[src/rtl/uart_rx_fifo.sv]
// UART receive FIFO: edge-detected frame capture, error tagging/counting,
// registered read port, sticky overflow flag.
module uart_rx_fifo #(
  parameter int DEPTH    = 8,
  parameter bit DROP_ERR = 1'b0
) (
  input  logic                       clk,
  input  logic                       rst,
  input  logic [7:0]                 P_DATA,
  input  logic                       data_valid,
  input  logic                       par_error,
  input  logic                       stop_error,
  input  logic                       rd_en,
  input  logic                       clr_ovf,
  output logic [7:0]                 rd_data,
  output logic [1:0]                 rd_err,
  output logic                       rd_valid,
  output logic                       empty,
  output logic                       full,
  output logic [$clog2(DEPTH+1)-1:0] count,
  output logic                       overflow,
  output logic [7:0]                 err_cnt
);

  localparam int AW = $clog2(DEPTH);
  localparam int CW = $clog2(DEPTH+1);

  logic [9:0]    r_mem [DEPTH];
  logic [AW-1:0] r_wptr;
  logic [AW-1:0] r_rptr;
  logic [CW-1:0] r_count;
  logic          r_dv_q;
  logic          r_ovf;
  logic [7:0]    r_err_cnt;
  logic [7:0]    r_rd_data;
  logic [1:0]    r_rd_err;
  logic          r_rd_valid;

  logic          w_empty;
  logic          w_full;
  logic          w_wr_req;
  logic          w_err;
  logic          w_store;
  logic          w_rd_acc;
  logic          w_wr_acc;
  logic          w_ovf_set;

  // Frame detect, accept/drop decisions and read qualification.
  always_comb begin
    w_empty   = (r_count == CW'(0));
    w_full    = (r_count == CW'(DEPTH));
    w_wr_req  = data_valid & ~r_dv_q;
    w_err     = par_error | stop_error;
    w_store   = w_wr_req & ~(DROP_ERR & w_err);
    w_rd_acc  = rd_en & ~w_empty;
    w_wr_acc  = w_store & (~w_full | w_rd_acc);
    w_ovf_set = w_store & w_full & ~w_rd_acc;
  end

  // Remember previous data_valid so a held level yields one write.
  always_ff @(posedge clk) begin
    if (rst) r_dv_q <= 1'b0;
    else     r_dv_q <= data_valid;
  end

  // Storage array; contents survive reset, only pointers are cleared.
  always_ff @(posedge clk) begin
    if (w_wr_acc) r_mem[r_wptr] <= {stop_error, par_error, P_DATA};
  end

  // Pointers and occupancy count.
  always_ff @(posedge clk) begin
    if (rst) begin
      r_wptr  <= '0;
      r_rptr  <= '0;
      r_count <= '0;
    end else begin
      if (w_wr_acc) r_wptr <= r_wptr + AW'(1);
      if (w_rd_acc) r_rptr <= r_rptr + AW'(1);
      if (w_wr_acc && !w_rd_acc)      r_count <= r_count + CW'(1);
      else if (w_rd_acc && !w_wr_acc) r_count <= r_count - CW'(1);
    end
  end

  // Registered read port; data holds between accepted reads.
  always_ff @(posedge clk) begin
    if (rst) begin
      r_rd_data  <= '0;
      r_rd_err   <= '0;
      r_rd_valid <= 1'b0;
    end else begin
      r_rd_valid <= w_rd_acc;
      if (w_rd_acc) begin
        r_rd_data <= r_mem[r_rptr][7:0];
        r_rd_err  <= r_mem[r_rptr][9:8];
      end
    end
  end

  // Sticky overflow and saturating error counter; clear wins.
  always_ff @(posedge clk) begin
    if (rst) begin
      r_ovf     <= 1'b0;
      r_err_cnt <= '0;
    end else if (clr_ovf) begin
      r_ovf     <= 1'b0;
      r_err_cnt <= '0;
    end else begin
      if (w_ovf_set) r_ovf <= 1'b1;
      if (w_wr_req && w_err && r_err_cnt != 8'hFF)
        r_err_cnt <= r_err_cnt + 8'd1;
    end
  end

  assign rd_data  = r_rd_data;
  assign rd_err   = r_rd_err;
  assign rd_valid = r_rd_valid;
  assign empty    = w_empty;
  assign full     = w_full;
  assign count    = r_count;
  assign overflow = r_ovf;
  assign err_cnt  = r_err_cnt;

endmodule

[config.mk]
export PLATFORM = sky130hd
export DESIGN_NAME = uart_rx_fifo
export DESIGN_NICKNAME = d
export VERILOG_FILES = /design/src/rtl/uart_rx_fifo.sv
export SDC_FILE = /design/constraint.sdc
export NUM_CORES = 1
export LEC_CHECK = 0
export CAP_MARGIN = 15
export CORE_MARGIN = 10
export CORE_UTILIZATION = 25
export DETAILED_ROUTE_END_ITERATION = 8
export PLACE_DENSITY = 0.47
export SLEW_MARGIN = 20
export SYNTH_ARGS = -nofsm -noshare
export SYNTH_HDL_FRONTEND = slang
export SYNTH_SLANG_ARGS = --single-unit
[constraint.sdc]
create_clock -name clk -period 2.6 [get_ports clk]
set_input_delay 0.65 -clock clk [delete_from_list [all_inputs] [get_ports clk]]
set_output_delay 0.65 -clock clk [all_outputs]
set_load 0.1 [all_outputs]
Word level (Yosys, flattened, before mapping)
Memories as Yosys holds them, arrays and structs flattened. A register that Yosys moved wholly into a read port is not among the register bits.
Cells that the tools add are included.

cells by class
  reduce and logical (&&, ||, !) cells = 9
  add/subtract/negate cells = 5
  equality and inequality tests = 2
  mux-type cells = 4
  bitwise operators = 11

operators by type and width
  kind                   number
  $add A8 B1 Y8 const B  1
  $mux W4                2
  $ne A8 B8 Y1 const B   1
  $add A3 B1 Y3 const B  2
  $and A1 B1 Y1          5
  $add A4 B1 Y4 const B  1
  $eq A4 B4 Y1 const B   1
  $logic_and A1 B1 Y1    4
  $logic_not A4 Y1       1
  $not A1 Y1             4
  $sub A4 B1 Y4 const B  1
  $logic_not A1 Y1       2
  $mux W1                2
  $or A1 B1 Y1           2
  $reduce_bool A2 Y1     1
  $reduce_or A2 Y1       1

storage, ports and cells
  memories kept = 1
  logic and storage cells = 39
  bits in writable memories = 80
  flip-flop bits (word level) = 21

memories
  memory  words  width  rd ports  clocked after Yosys merged registers in  wr ports  line  text
  r_mem   8      10     1         1                                        1         28    logic [9:0] r_mem [DEPTH];

Depth between registers and ports, before layout
  depth in word-level cells = 9
  mapped depth = 10

Least setup slack after synthesis
No wires, ideal clock.

  path type = register to output
  start = register r_count[0], in the netlist count[0]
  end = output port empty
  stages on the path, launching flop included = 2
  path buffers = 0
  arrival time = 3.749 ns
  data required time = 1.950 ns
  slack = -1.799 ns
  cells stage by stage = dfxtp_1 nor4_1

between the ends
  word-level cells in the longest chain between the ends = 1

ends and longest elaborated chain
  what                    line  text
  start, declared         31    logic [CW-1:0] r_count;
  start signal, assigned  80    if (w_wr_acc && !w_rd_acc) r_count <= r_count + CW'(1);
  start signal, assigned  81    else if (w_rd_acc && !w_wr_acc) r_count <= r_count - CW'(1);
  $logic_not A4 Y1        50    w_empty = (r_count == CW'(0));
  end, declared           18    output logic empty,

Every way passes these cells.

Final worst setup path
  start = register r_count[0], in the netlist count[0]
  end = register r_count[3], in the netlist count[3]

between the ends
  word-level cells in the longest chain between the ends = 8

ends and longest elaborated chain
  what                                 line  text
  $logic_not A4 Y1                     50
  $not A1 Y1                           55    w_rd_acc = rd_en & ~w_empty;
  $and A1 B1 Y1                        55
  $or A1 B1 Y1 *                       56    w_wr_acc = w_store & (~w_full | w_rd_acc);
  $and A1 B1 Y1 *                      56
  via w_wr_acc                         45    logic w_wr_acc;
  $logic_not A1 Y1                     81
  $logic_and A1 B1 Y1                  81
  $reduce_bool A2 Y1 (no source line)  --

The timed path passes the listed nets; every way through them passes the cells marked *. The select of a mux whose other input is x is not followed.
A chain may end at the register's enable or synchronous reset.

==> impl_metrics.csv <==
group,metric,value,unit
setup_path,crit_type,"flip-flop to flip-flop",
synthesis,yosys-top-cells-area,"edfxtp_1 (54%), dfxtp_1 (14%), mux4_2 (10%), nor2_1 (2.4%), ha_1 (1.7%)",
power,power.density,1030,mW/mm^2
sta,clock_skew,7.54,ps
final_layout,num-nets-final,364,
final_layout,flow.area_growth_from_synthesis,26.7,%
setup_path,worstSetupStartpointType,"flip-flop",
setup_path,timing.critical_path.required,2830,ps
clock_tree,clock_insertion_delay_worst_skew,340,ps
synthesis,yosys_synthesis_warning_count,0,
setup_path,critical_path_origin,"count[0]$_SDFFE_PP0P_",
synthesis,synthesis.area_per_instance,15.8,sq um
detailed_routing,wl_per_cell,16.9,microns
power,comb_power_share,36.2,%
detailed_routing,drt-total-wl,9670,microns
clock_tree,cts_hold_repair.buffers,0,
setup_path,crit_fanout,3,
floorplanning,die_w,153,microns
synthesis,synthTopCellsByCount,"edfxtp_1 (80), dfxtp_1 (31), nor2_1 (28), mux4_2 (20), nor3_1 (15)",
power,switching_power,2.10,mW
sta,final-hold-violation-count,0,
placed_design,dpl_worst_slack,-94.9,ps
power,peakVddDrop,0.000391,V
floorplanning,placementRows,48,
global_route,wire_length_of_the_first_global_routing_pass,15500,microns
sta,worst_slack,198,ps
power,cellInternalPower,3.64,mW
clock_tree,cts.clk_slew.worst_paths,70,ps
final_layout,final_layout_size_suffix_gt1_share,31.1,%
power,power.switching_fraction,36.6,%
setup_path,worst_r2r_startpoint,"count[0]$_SDFFE_PP0P_",
setup_path,worst_setup_path_end_kind,"flip-flop",
clock_tree,cts-buffers-inserted,9,
clock_tree,tritoncts,"done",
synthesis,netlist.top_cell.by_area,"edfxtp_1",
power,sequentialPowerShare,37.2,%
sta,rsz0062_at_grt,"no",
synthesis,yosysMostFrequentCell,"edfxtp_1",
sta,timing.final.max_slew_violations,0,
final_layout,finish.utilization,32.3,%
final_layout,n_antenna_cell,0,
sta,worst-slew-pin-transition,470,ps
synthesis,gate_count_after_technology_mapping,279,
clock_tree,cts-root-to-sink-buffers,2,
synthesis,synth_enable_flop_cells,80,
placed_design,place.port_buffers,40,
synthesis,synth.distinct_cells,50,
global_route,globalRouteOverflowTotal,0,
synthesis,yosys.area.top_type_share,54.5,%
placed_design,dp.final_hpwl,6190,microns
placed_design,place_congestion,0.698,
detailed_routing,avgViaCountPerCell,4.39,
floorplanning,fp.coreArea,0.0173,sq mm
detailed_routing,dr_vias,2513,
floorplanning,effective_utilization_at_floorplan,25.5,%
global_route,antenna_found_initial,0,
sta,final.min_clock_period,2400,ps
detailed_routing,residual_drc,0,
global_route,grt_start_max_net_pins,23,
sta,slew-limit-headroom,68.7,%
detailed_routing,first_iter_violations,162,
synthesis,mappedNetlistArea,0.00441,sq mm
clock_tree,ctsResizeCount,0,
sta,achievable-frequency,416,MHz
job,drv.max_cap_violation_count,0,
detailed_routing,ant_nets,0,
synthesis,sequential_share_of_the_synthesized_area,68.5,%
clock_tree,clock_sinks,111,
sta,hold_ws,489,ps
power,clockPowerShare,26.6,%
global_route,gr-usage-all-layers,8.45,%
detailed_routing,drt-pass1-iter-count,4,
min_path,timing.hold.worst.start,"overflow$_SDFFE_PP0P_",
synthesis,yosys_most_used_dff,"edfxtp_1",
power,power_leakage,1.88,nW
sta,layout_worst_path_cycle_share,92.4,%
synthesis,postSynthNetCount,301,
global_route,vias_in_the_first_global_route,2608,
synthesis,yosys_register_bits,111,
clock_tree,cts_root_buffer,"clkbuf_16",
final_layout,num-fill-cells,1718,
floorplanning,die_area,0.0234,sq mm
setup_path,critical_path_arrival,2630,ps
clock_tree,postCtsSetupBuffers,0,
clock_tree,cts-htree-levels,3,
min_path,hold_class,"flip-flop to flip-flop",
synthesis,synth-async-reset-ratio,0,%
floorplanning,die_height,153,microns
floorplanning,num_io_pins,41,
sta,setup_viol_count_final,0,
outcome,run_status,"finished clean",
[cells by family (layout without fill, tap and decap cells)]
| logic type | Yosys count | count (layout) | share of synthesized area (%) |
|---|---|---|---|
| AO/OA/AOI/OAI | 32 | 32 | 5.02 |
| XOR/XNOR | 7 | 7 | 1.56 |
| adder cells (fa/ha/maj) | 7 | 7 | 2.16 |
| buffers and inverters | 17 | 85 | 2.21 |
| flip-flops | 111 | 111 | 68.5 |
| multiplexers | 22 | 22 | 10.7 |
| AND/OR/NAND/NOR | 83 | 83 | 9.84 |
[worst max-delay path, cell delays in order, from the launching register on]
cell and delay [ps]:
dfxtp_4 340, or4b_4 570, o21ai_4 200, inv_4 50, ha_4 160, inv_4 60, ha_4 200, a21oi_2 130
a211oi_1 80, a31oi_1 160, mux2_2 340
[routing by layer]
metal | wire, microns | global-route usage (%)
met1 | 4210 | 10.1
met4 | 153 | 3.13
met5 | 0 | 0
met3 | 326 | 1.91
met2 | 4970 | 14.4
[final cells by class]
type,count,area [sq um],area share [%]
clock buffer,10,239,4.28
clock inverter,6,103,1.84
inverter,6,27.5,0.493
multi-input combinational,151,1340,24.0
sequential,111,3040,54.4
tap,225,282,5.04
timing repair buffer,63,558,9.99
[stage by stage]
step | setup TNS, ps | instances | total power, mW | instance area [sq um]
floorplan | -24.5 | 279 | 3.81 | 4470
global placement | -86.8 | 556 | 4.29 | 5250
detailed placement | -115 | 556 | 4.30 | 5250
CTS | 0 | 572 | 5.84 | 5590
global route | 0 | 572 | 6.03 | 5590
finish | 0 | 572 | 5.74 | 5590
[flip-flops by register name, indices dropped and copies added (netlist names)]
name / count
r_mem: 80
err_cnt: 8
rd_data: 8
count: 4
r_rptr: 3
r_wptr: 3
rd_err: 2
overflow: 1
r_dv_q: 1
rd_valid: 1
[power by group through the flow]
stage	clock (mW)	sequential, mW	combinational, mW
5_1_grt	1.64	2.16	2.23
4_1_cts	1.58	2.14	2.12
3_5_place_dp	0	2.18	2.11
2_1_floorplan	0	2.85	0.956
6_report	1.53	2.14	2.08
3_3_place_gp	0	2.18	2.11
[placed cells by master (no fill, tap or decap), types with 3 or more instances in the layout]
cell,synthesis,layout
dfxtp_1,31,27
ha_1,6,4
xor2_1,3,3
a21oi_1,6,5
o22ai_1,10,10
buf_4,2,45
nor2_1,28,28
clkbuf_16,0,9
inv_1,5,4
buf_12,0,4
a31oi_1,5,5
dfxtp_4,0,4
edfxtp_1,80,80
nand2b_1,3,3
nor3_1,15,15
nor2b_1,3,3
clkdlybuf4s50_1,0,14
mux4_2,20,20
nand2_1,12,12
xnor2_1,3,3
[worst paths after layout]
kind              cells after the start                     to  slack, ps
setup / recovery                     10  count[3]$_SDFFE_PP0P_        200
hold / removal                        2  overflow$_SDFFE_PP0P_        490
setup reg to reg                     10  count[3]$_SDFFE_PP0P_        200
hold reg to reg                       2  overflow$_SDFFE_PP0P_        490
(Power assumes the default switching activity.)
